`config.mk`:
```
export PLATFORM = sky130hd
export DESIGN_NAME = seq_matcher_param_flat
export DESIGN_NICKNAME = d
export VERILOG_FILES = /design/src/rtl/seq_matcher_param_if.sv /design/src/rtl/seq_matcher_param.sv /design/src/flat_wrapper.sv
export SDC_FILE = /design/constraint.sdc
export NUM_CORES = 1
export LEC_CHECK = 0
export ABC_CLOCK_PERIOD_IN_PS = 3200
export CORE_AREA = 3 3 71 73
export DETAILED_ROUTE_END_ITERATION = 16
export DIE_AREA = 0 0 74 76
export HOLD_SLACK_MARGIN = 0.15
export PLACE_DENSITY_LB_ADDON = 0.1
export SLEW_MARGIN = 5
export SYNTH_ARGS = -nofsm -noshare
export SYNTH_HDL_FRONTEND = slang
export SYNTH_SLANG_ARGS = --single-unit
```
`constraint.sdc`:
```
create_clock -name clock -period 3.2 [get_ports clock]
set_clock_uncertainty 0.05 [all_clocks]
set_input_delay 0.48 -clock clock [delete_from_list [all_inputs] [get_ports clock]]
set_output_delay 0.48 -clock clock [all_outputs]
set_load 0.02 [all_outputs]
```
`src/rtl/seq_matcher_param_if.sv`:
```
// Symbol-stream bus for seq_matcher_param: pattern/symbol/strobe in,
// match status and running sum out.
interface seq_matcher_param_if #(
    parameter int SYMBOL_W    = 4,
    parameter int PATTERN_LEN = 4,
    parameter int CNT_W       = 8,
    parameter int SUM_W       = 64
);
    localparam int FILL_W = $clog2(PATTERN_LEN + 1);

    logic [PATTERN_LEN*SYMBOL_W-1:0] pattern;
    logic [SYMBOL_W-1:0]             symbol_in;
    logic                            read;
    logic                            clear;
    logic                            find;
    logic [CNT_W-1:0]                match_count;
    logic [FILL_W-1:0]               fill_level;
    logic [SUM_W-1:0]                addition_result;

    modport master (
        output pattern, symbol_in, read, clear,
        input  find, match_count, fill_level, addition_result
    );

    modport slave (
        input  pattern, symbol_in, read, clear,
        output find, match_count, fill_level, addition_result
    );
endinterface

```
`src/rtl/seq_matcher_param.sv`:
```
// Streaming symbol-sequence matcher with overlap mode and saturating count.
// Define SEQ_MATCHER_SUM_EN to build the running-sum accumulator.
module seq_matcher_param #(
    parameter int SYMBOL_W    = 4,
    parameter int PATTERN_LEN = 4,
    parameter int OVERLAP     = 1,
    parameter int CNT_W       = 8,
    parameter int SUM_W       = 64
) (
    input logic               clock,
    input logic               reset,
    seq_matcher_param_if.slave bus
);
    localparam int WIN_W  = PATTERN_LEN * SYMBOL_W;
    localparam int FILL_W = $clog2(PATTERN_LEN + 1);
    localparam logic [FILL_W-1:0] FULL = FILL_W'(PATTERN_LEN);

    logic              read_q;
    logic [WIN_W-1:0]  win;
    logic [FILL_W-1:0] fill;
    logic              find_q;
    logic [CNT_W-1:0]  cnt;

    logic              accept;
    logic [WIN_W-1:0]  win_nx;
    logic [FILL_W-1:0] fill_nx;
    logic              hit;

    // Oldest symbol sits in the low bits so the window lines up with pattern.
    always_comb begin
        accept  = bus.read & ~read_q;
        win_nx  = {bus.symbol_in, win[WIN_W-1:SYMBOL_W]};
        fill_nx = (fill == FULL) ? FULL : fill + 1'b1;
        hit     = (fill_nx == FULL) && (win_nx == bus.pattern);
    end

    // read_q resets high so a strobe held across reset is not taken.
    always_ff @(posedge clock or posedge reset) begin
        if (reset) begin
            read_q <= 1'b1;
            win    <= '0;
            fill   <= '0;
            find_q <= 1'b0;
            cnt    <= '0;
        end else begin
            read_q <= bus.read;
            if (bus.clear) begin
                win    <= '0;
                fill   <= '0;
                find_q <= 1'b0;
                cnt    <= '0;
            end else if (accept) begin
                win    <= win_nx;
                find_q <= hit;
                fill   <= (hit && OVERLAP == 0) ? '0 : fill_nx;
                if (hit && ~&cnt)
                    cnt <= cnt + 1'b1;
            end
        end
    end

    assign bus.find        = find_q;
    assign bus.match_count = cnt;
    assign bus.fill_level  = fill;

`ifdef SEQ_MATCHER_SUM_EN
    logic [SUM_W-1:0] sum;

    always_ff @(posedge clock or posedge reset) begin
        if (reset)
            sum <= '0;
        else if (bus.clear)
            sum <= '0;
        else if (accept)
            sum <= sum + SUM_W'(bus.symbol_in);
    end

    assign bus.addition_result = sum;
`else
    assign bus.addition_result = {SUM_W{1'b0}};
`endif
endmodule

```
`src/flat_wrapper.sv`:
```
// flat-port wrapper written by rule: the top's interface ports become plain ports
module seq_matcher_param_flat 
#(
    parameter int SYMBOL_W    = 4,
    parameter int PATTERN_LEN = 4,
    parameter int OVERLAP     = 1,
    parameter int CNT_W       = 8,
    parameter int SUM_W       = 64
)
  (clock, reset, bus_pattern, bus_symbol_in, bus_read, bus_clear, bus_find, bus_match_count, bus_fill_level, bus_addition_result);
  seq_matcher_param_if #(.SYMBOL_W(SYMBOL_W), .PATTERN_LEN(PATTERN_LEN), .CNT_W(CNT_W), .SUM_W(SUM_W)) bus_i ();
  input logic clock;
  input logic reset;
  input wire logic [$bits(bus_i.pattern)-1:0] bus_pattern;
  input wire logic [$bits(bus_i.symbol_in)-1:0] bus_symbol_in;
  input wire logic [$bits(bus_i.read)-1:0] bus_read;
  input wire logic [$bits(bus_i.clear)-1:0] bus_clear;
  output wire logic [$bits(bus_i.find)-1:0] bus_find;
  output wire logic [$bits(bus_i.match_count)-1:0] bus_match_count;
  output wire logic [$bits(bus_i.fill_level)-1:0] bus_fill_level;
  output wire logic [$bits(bus_i.addition_result)-1:0] bus_addition_result;
  assign bus_i.pattern = bus_pattern;
  assign bus_i.symbol_in = bus_symbol_in;
  assign bus_i.read = bus_read;
  assign bus_i.clear = bus_clear;
  assign bus_find = bus_i.find;
  assign bus_match_count = bus_i.match_count;
  assign bus_fill_level = bus_i.fill_level;
  assign bus_addition_result = bus_i.addition_result;
  seq_matcher_param #(.SYMBOL_W(SYMBOL_W), .PATTERN_LEN(PATTERN_LEN), .OVERLAP(OVERLAP), .CNT_W(CNT_W), .SUM_W(SUM_W)) u_core (.clock(clock), .reset(reset), .bus(bus_i));
endmodule
```
Word level (Yosys, flattened, before mapping)
Index checks and enable logic that the tools add are counted.
{"block": "word_totals", "register_bits": 29, "latchBits": 0, "ramBits": 0, "rom_bits": 0, "output_inout_bits": 76, "mem_count": 0}
{"block": "op_classes", "add_sub_neg": 2, "mul": 0, "div": 0, "magnitude_cmp": 0, "n_eq_ne": 3, "shift": 0, "muxes": 10, "bitwise_logic": 2, "n_reduce_logical": 7}
{"cell": "$mux W16", "count": 2}
{"cell": "$mux W8", "count": 3}
{"cell": "$eq A16 B16 Y1", "count": 1}
{"cell": "$mux W3", "count": 3}
{"cell": "$add A8 B1 Y8 const B", "count": 1}
{"cell": "$reduce_and A8 Y1", "count": 1}
{"cell": "$eq A3 B3 Y1 const B", "count": 2}
{"cell": "$reduce_bool A2 Y1", "count": 2}
{"cell": "$add A3 B1 Y3 const B", "count": 1}
{"cell": "$logic_and A1 B1 Y1", "count": 2}
{"cell": "$mux W1", "count": 2}
{"cell": "$reduce_and A2 Y1", "count": 1}
{"cell": "$and A1 B1 Y1", "count": 1}
{"cell": "$logic_not A1 Y1", "count": 1}
{"cell": "$not A1 Y1", "count": 1}

Logic depth before layout (Yosys ltp)
Gate-level depths: netlist of run 1.
{"block": "logic_depth", "word_depth": 8, "ltp_mapped": 7}

Worst setup path before layout of run 1
Ideal clock, no wire load.
{"block": "synth_timing", "path_type": "register to register", "start": "reg u_core.cnt[0], in the netlist u_core.bus.match_count[0]", "end": "reg u_core.cnt[5], in the netlist u_core.bus.match_count[5]", "setup_ns": 0.078, "arrival_ns": 1.925, "path_slack_ns": 1.147, "stages_incl_launch_ff": 7, "path_buffers": 0, "synth_period_minus_slack_ns": 2.053, "cell_sequence": "dfrtp_1 > ha_1 > and3_1 > a31oi_1 > nand4_1 > or4_1 > a21oi_1"}
{"block": "synth_between", "elab_chain_cells": 5}
{"item": "start: declaration", "line": "seq_matcher_param.sv:22", "rtl": "logic [CNT_W-1:0] cnt;"}
{"item": "start signal: assignment", "line": "seq_matcher_param.sv:57", "rtl": "cnt <= cnt + 1'b1;"}
{"item": "branches (longest 5 deep; another with $add A8 B1 Y8)"}
Parallel ways; which one is timed is not known. The select of a mux whose other input is x is not followed.
A chain may end at the register's enable or synchronous reset.

Final worst setup path of run 1
{"block": "layout_timing", "start": "in bus_symbol_in[0]", "end": "reg u_core.cnt[0], in the netlist u_core.bus.match_count[0]"}
{"block": "layout_between", "elab_chain_cells": 5}
{"item": "start: declaration", "line": "flat_wrapper.sv:15", "rtl": "input wire logic [$bits(bus_i.symbol_in)-1:0] bus_symbol_in;"}
{"item": "$eq A16 B16 Y1", "line": "seq_matcher_param.sv:34", "rtl": "hit = (fill_nx == FULL) && (win_nx == bus.pattern);"}
{"item": "$logic_and A1 B1 Y1", "line": "seq_matcher_param.sv:34"}
{"item": "$logic_and A1 B1 Y1", "line": "seq_matcher_param.sv:56", "rtl": "if (hit && ~&cnt)"}
{"item": "$reduce_bool A2 Y1 (no source line)"}
{"item": "$reduce_and A2 Y1 (no source line)"}
No other way between the ends.

==> impl.org, run 1 <==
** Routing
- DRT iter0 DRCs :: 66
- Number of nets still failing antenna checks after routing :: 0
- The first detailed-routing pass took 4 iterations.
- Number of vias per cell after detailed routing :: approximately 4.5
- Dividing the detail-routed wire length by the instance count gives approximately 12 µm.
- For this run, design rule violations remaining after detail routing come to 0.
- The routed layout has 1,369 vias.
- Wires add up to 3810 µm.

** CTS
- Maximum level of the CTS H-tree :: 1
- TritonCTS built the clock tree.
- After clock tree synthesis, the flow added hold-fix buffers numbering 0.
- Total clock sinks :: 25
- Number of CTS-inserted buffers :: 3
- Clock tree synthesis selected as its root buffer the cell clkbuf_8.
- The longest clock path from root to sink contains 2 buffers.
- Clock latency on the worst-skew pair, taken at its later pin, is around 0.26 ns.
- Once the clock tree was built, the resizer swapped 0 gates to a different size.
- After clock tree synthesis, the setup repair step added 0 buffers.
- Clock-pin slew on the worst setup and hold paths :: about 0.090 ns

** Synth
- Portion of the post-synthesis area used by sequential elements :: 33.0%
- After synthesis, the mean cell area works out to about 8.6 µm².
- The most used flip-flop cell after synthesis is dfrtp_1.
- Mux contribution to synthesized area :: 2.90%
- Summed over all instances, the cell type with the most area after synthesis is dfrtp_1.
- Async set-reset flop share out of synthesis :: 100%
- The Yosys step of the flow raised 0 warnings.
- Number of enable-type register cells in the synthesized netlist :: 0
- Summing the areas of all xor and xnor instances in the mapped netlist gives under 10% of the synthesized area.
- Combined area of all synthesized cells :: 1900 µm²
- Combinational family with the most area after synthesis :: buffers and inverters
- Total of flip-flops plus latches after synthesis :: 25
- Simple-gate portion of the synthesized area :: about a fifth
- Of the post-synthesis cell area, the dominant cell type holds a little under a third.
- Yosys attributes the largest share of cell area to dfrtp_1 (32%), buf_4 (25%), xor2_1 (7.4%).
- Synth unique cells :: 31
- Summing the areas of all compound-gate instances in the mapped netlist gives ~7.6% of the synthesized area.
- In the synthesized netlist, the number of instances is around 220.
- Adder and majority gate portion of the synthesized area :: between 1.5 and 2%

** Min path
- Count of cells along the worst hold path :: 2
- The worst hold path terminates at u_core.bus.find.
- Launch point of the worst hold path :: u_core.bus.find
- In this run the worst hold path is classified as reg2reg.

** Timing
- Final-report setup violation count :: 0
- Worst slew margin :: between 40% and 50%
- Total negative setup slack :: 0 ns
- After layout, the worst path uses between 70% and 80% of the clock period.
- Setup repair after global routing left no endpoint under its margin.
- Total count of hold-check failures in the final report :: 0
- Number of slew-limit violations in the final report :: 0
- PnR worst setup slack :: about 0.70 ns
- Min Clock Period, post-route :: 2.50 ns
- Actual transition at the worst max-transition pin :: approximately 0.84 ns
- Fmax :: ~400 MHz

** Die
- Core region area :: roughly 4400 µm²
- Height of the die :: ~76 µm
- Once the floorplan was initialized, standard cells occupied 43.0% of the core.
- Horizontal die dimension :: around 74 µm
- Area of the die :: roughly 5600 µm²
- Std cell rows :: 24
- I/O pin count :: 100

** Power and ir drop
- Sw power :: approximately 210 µW
- Clock share of power :: 27.8%
- Switching part of the total power :: between 30% and 40%
- Maximum vdd drop :: around 0.12 mV
- Power density of the placed cells :: approximately 320 nW/µm²
- Summed over all cells, the static leakage comes to 1.00 nW.
- Registers are responsible for 48.8% of the overall power.
- Combinational logic is responsible for 23.3% of the overall power.
- The internal power of the cells totals between 400 and 500 µW.

** GRT
- Global routing used between 10% and 20% of the available tracks across all layers.
- Total congestion overflow after global routing :: 0
- The first global-routing pass estimated between 6000 and 7000 µm of wire.
- Vias in the first global route :: 1,276
- Entering global routing, the biggest net connects 26 pins.
- Initial antenna violation count :: 0

** Critical path
- Critical path origin :: bus_symbol_in[0]
- Data on the critical path is required at its endpoint by between 3 and 4 ns.
- FF-to-FF setup slack :: around 0.9 ns
- Data arrival time at the worst-slack endpoint :: between 2 and 3 ns
- The slowest stage of the critical path belongs to the cell o2111ai_1.
- Peak per-stage delay on the critical path :: 0.46 ns
- Setup crit end kind :: flop
- STA classifies the critical path startpoint as a primary input.
- Worst r2r src :: u_core.bus.fill_level[0]
- Reg2Reg Depth :: 6
- Walking the worst path, the cells encountered are clkdlybuf4s50_1 -> xor2_1 -> nor4_1 -> o2111ai_1 -> nor4_2 -> mux2_2.
- Along the worst path, the maximum fanout reaches 11.
- Worst reg2reg path endpoint :: u_core.bus.match_count[0]
- The critical path is of the in2reg type.

** Finish
- Net total in the final layout :: roughly 280
- The number of antenna diodes in the final layout is 0.
- Leading cell type in the layout, fill and taps excluded :: conb_1
- Layout cells sized above 1 :: under 10%
- Area growth syn-to-layout :: 11.3%
- Fill cells in the final layout number between 400 and 500.
- Leaving out fill and tap cells, the most frequent cells in the layout are conb_1 (64), clkdlybuf4s50_1 (35), nand2_1 (30).

** Outcome
- Status :: completed

** Placed design
- Final HPWL DP :: 2900 µm
- Timing analysis after detailed placement gives a worst setup slack of between 0.3 and 0.4 ns.
- Port buffering added 35 buffers.
- The congestion estimate from routability-driven global placement came to about 0.7.

** Job
- Max-cap violations in this run came to 0.
## cells in the mapped netlist, types with 4 or more instances
master,number
a21oi_1,20
and3_1,5
buf_4,64
clkbuf_1,4
dfrtp_1,24
mux2_2,4
nand2_1,30
nand4_1,4
nor2_1,7
nor2b_1,6
nor3_1,4
xor2_1,16
## registers in the layout, summed over array words and instances (netlist names)
register,cells
u_core.bus.fill_level,3
u_core.bus.find,1
u_core.bus.match_count,8
u_core.read_q,1
u_core.win,12
## power by group through the flow
stage / Sequential, mW / Combinational (mW) / Clock, mW
6_report: 0.327 / 0.156 / 0.186
5_1_grt: 0.328 / 0.171 / 0.208
4_1_cts: 0.327 / 0.155 / 0.196
3_5_place_dp: 0.333 / 0.155 / 0
3_3_place_gp: 0.333 / 0.154 / 0
2_1_floorplan: 0.333 / 0.167 / 0
## per-stage QoR
stage / instances / hold WS [ns] / area [µm²] / power (mW) / utilization (%)
finish: 307 / 0.478 / 2110 / 0.669 / 47.8
global route: 307 / 0.505 / 2110 / 0.707 / 47.8
CTS: 307 / 0.486 / 2110 / 0.678 / 47.8
detailed placement: 303 / 0.473 / 2070 / 0.487 / 46.8
global placement: 303 / 0.464 / 2070 / 0.487 / 46.8
floorplan: 284 / 0.434 / 2130 / 0.500 / -
## how the worst max path moves through the flow
stage                                      endpoint  slack [ns]  cells past startpoint
after floorplan           u_core.bus.match_count[5]        1.15                      6
after global placement    u_core.bus.match_count[0]        0.46                      6
after detailed placement  u_core.bus.match_count[0]        0.39                      6
after CTS                 u_core.bus.match_count[0]        0.66                      6
after global routing      u_core.bus.match_count[0]        0.55                      6
final                     u_core.bus.match_count[0]        0.70                      6
## worst max-delay path: cells and delay by family
family | cells | cell delay (ns)
buf+inv | 1 | 0.44
xor+xnor | 1 | 0.17
simple gates | 2 | 0.68
compound gates | 1 | 0.46
mux | 1 | 0.37
## cell type report
cell class                 count  area, µm²  share of cell area, %
clock buffer                   4       45.0                   2.13
sequential                    25        627                   29.7
tap                           52       65.1                   3.08
inverter                       3       11.3                  0.533
multi-input combinational    184        983                   46.6
timing repair buffer          39        380                   18.0
## cells by family (layout without fill, tap and decap cells)
family / Yosys count / in the layout
buffers and inverters: 75 / 46
AND/OR/NAND/NOR: 70 / 70
AO/OA/AOI/OAI: 26 / 26
flip-flops: 25 / 25
XOR/XNOR: 16 / 16
multiplexers: 5 / 5
adder cells (fa/ha/maj): 3 / 3
other: 1 / 64
## routing by layer
layer	GRT usage, %	part of all wire, %	vias up
met2	21.0	48	51
met5	0	0	-
met4	3.80	1.1	0
li1	-	-	669
met3	3.30	7.3	6
met1	18.2	44	643
(Power assumes the default switching activity.)
==> run 2, diff against run 1 <==
Settings changed: ABC_CLOCK_PERIOD_IN_PS 3200 to 2100, CORE_AREA 3 3 71 73 to 3 3 77 79, DIE_AREA 0 0 74 76 to 0 0 80 82.
Clock period 3.2 ns to 2.1 ns, I/O delays scaled along.
==> impl.org, run 2 (synthesis gave the netlist of run 1 again) <==
** Power and ir drop
- In this run the power spent charging and discharging nets is roughly 340 µW.
- VDD sags by at most around 0.24 mV.
- Combinational logic burns roughly a quarter of the power.
- Leakage dissipation :: 1.12 nW
- The clock network is responsible for 27.1% of the overall power.
- Power density of the placed cells :: around 450 nW/µm²
- Sequential cell fraction of total power :: about 47%
- Power Internal :: a little over 700 µW
- Switching part of the total power :: approximately a third
- Overall power consumption after layout is estimated at between 1 and 1.5 mW.

** Critical path
- Type of origin of the critical path :: primary input
- Worst r2r src :: u_core.bus.match_count[0]
- Crit Path Category :: in2reg
- Data arrival time at the worst-slack endpoint :: ~2.1 ns
- Along the worst path, the maximum fanout reaches 11.
- Data on the critical path is required at its endpoint by roughly 2.2 ns.
- Reg2Reg Depth :: 7
- STA classifies the critical path endpoint as a flop.
- Worst reg2reg path endpoint :: u_core.bus.match_count[7]
- FF-to-FF setup slack :: around 0.15 ns

** CTS
- Insertion delay to the later sink of the worst-skew pair :: between 0.2 and 0.3 ns
- Clock tree synthesis found a total of 25 sinks.
- Clock-pin slew on the worst setup and hold paths :: about 0.09 ns
- Hold repair after CTS inserted 0 buffers.
- TritonCTS built the clock tree.
- CTS built an H-tree with a depth of 1.
- Clock tree synthesis inserted a total of 3 buffers.
- Cell chosen for the clock root :: clkbuf_8
- Clock Tree Buf Depth :: 2

** Die
- Height of the die :: 82 µm
- I/O pin count :: 100
- From left edge to right edge, the die measures 80 µm.
- Core region area :: 5410 µm²
- Std cell rows :: 27
- Starting density of the core :: a little over a third
- The die covers 6560 µm².

** Timing
- Part of the cycle the worst path needs :: a little over nine tenths
- At the pin with the least slew margin, the transition time is 0.574 ns.
- Fmax :: between 500 and 600 MHz
- Counting I/O delays and the setup requirement, the final critical path takes approximately 2 ns.
- Setup repair after global routing left no endpoint under its margin.
- Worst slew margin :: 61.6%
- Final-report setup violation count :: 0
- In the post-route analysis, the smallest setup slack over all paths is between 0.1 and 0.15 ns.
- The number of failing hold endpoints at the final stage is 0.
- Number of slew-limit violations in the final report :: 0

** Finish
- Area growth syn-to-layout :: 22.9%
- After the flow finishes, the layout carries non-filler instances totaling ~350.
- The finished cells cover 2330 µm².
- For this run, the share of the core covered by cells in the final layout is between 40 and 50%.
- At the end of the flow, the number of nets in the layout was just over 300.
- Max FFs per register :: 12
- Commonest cells after routing, fill and taps aside :: conb_1 (64), clkdlybuf4s50_1 (35), nand2_1 (30)
- Diodes inserted :: 0
- Layout cells sized above 1 :: 15.2%
- Largest register by flop count :: u_core.win
- Leaving out fill and tap cells, the most frequent cell in the layout is conb_1.

** GRT
- First-pass GRT wire length :: roughly 6200 µm
- Maximum number of pins on one net before global-route repair :: 26
- Initial antenna violation count :: 0
- After global routing the overflow that remains totals 0.
- Global-route usage over all layers :: about an eighth
- The number of global-route vias before repair came to between 1,000 and 1,500.

** Job
- Number of max-cap violations :: 0

** Placed design
- The congestion estimate from routability-driven global placement came to 0.723.
- Detailed placement finished with a half-perimeter wire length of approximately 2900 µm.
- Number of port buffers :: 35
- Placed standard-cell area :: 2210 µm²
- Timing analysis after detailed placement gives a worst setup slack of -0.283 ns.
- After detailed placement, the design holds a cell count of 339.

** Outcome
- The run finished with clean final reports.

** Routing
- The first detailed-routing pass ran for 4 iterations.
- Total number of vias :: roughly 1,400
- After detailed routing, the average wire length per cell comes to 11.3 µm.
- Total wire length after detailed routing :: between 3000 and 4000 µm
- Number of vias per cell after detailed routing :: between 4 and 5
- Number of nets still failing antenna checks after routing :: 0
- Post-route DRC violation count :: 0
- DRT iter0 DRCs :: 58

** Min path
- Kind of path behind the tightest hold check :: in2async
run 2: cell types whose count changed in the layout (fill, tap and decap cells not counted):
cell and delta:
buf_4 +21, a21oi_1 -2, a21oi_2 +2, nor4_2 -2, nor4_4 +2, clkbuf_1 -1
clkinv_2 +1, ha_1 -1, ha_2 +1, nand2_2 -1, nand2_4 +1, nor3_1 -1
nor3_2 +1
run 2: layout make-up:
class	count	area (µm²)
repair buffers	60	538
fillers	564	3070
multi-input cells	184	1020
inverters	3	11.3
flip-flops and latches	25	627
well taps	72	90.1
clock inverters	1	5.00
clock buffers	3	41.3
run 2: metrics by stage:
stage          hold slack, ns  setup TNS (ns)
2_1_floorplan           0.269               0
3_3_place_gp            0.476           -1.48
3_5_place_dp            0.472           -1.58
4_1_cts                 0.360               0
5_1_grt                 0.378               0
6_report                0.348               0
run 2: worst max-delay path, stage by stage:
cell	delay, ns
clkdlybuf4s50_1	0.45
xor2_1	0.18
nor4_1	0.23
o2111ai_1	0.14
buf_4	0.20
or4_1	0.47
a21oi_1	0.15
run 2: worst max path at each step:
| stage | startpoint | to | slack, ns | depth (start not counted) |
|---|---|---|---|---|
| 2_1_floorplan | u_core.bus.match_count[0] | u_core.bus.match_count[5] | 0.05 | 6 |
| 6_report | bus_symbol_in[0] | u_core.bus.match_count[7] | 0.11 | 7 |
| 3_3_place_gp | bus_pattern[9] | u_core.bus.match_count[0] | -0.25 | 6 |
| 5_1_grt | bus_pattern[10] | u_core.bus.match_count[5] | 0.005 | 7 |
| 3_5_place_dp | bus_pattern[9] | u_core.bus.match_count[0] | -0.28 | 6 |
| 4_1_cts | bus_pattern[9] | u_core.bus.match_count[0] | 0.03 | 6 |
run 2: power groups by stage:
| stage | sequential (mW) | combinational, mW | clock (mW) |
|---|---|---|---|
| after floorplan | 0.507 | 0.254 | 0 |
| after global placement | 0.506 | 0.257 | 0 |
| after detailed placement | 0.506 | 0.256 | 0 |
| after CTS | 0.496 | 0.258 | 0.295 |
| after global routing | 0.498 | 0.293 | 0.320 |
| final | 0.496 | 0.266 | 0.284 |
run 2: metal layers:
layer / GRT usage [%] / routed length (µm)
met1: 16.6 / 1790
met2: 19.3 / 1850
met3: 2.19 / 266
met4: 3.04 / 15
met5: 0 / 0
run 2: what timing repair did:
action                                  in CTS  in global routing
endpoints found under the setup margin       1                  6
pin swaps                                    0                  2
buffers inserted                             0                  5
resized for setup                            1                  6
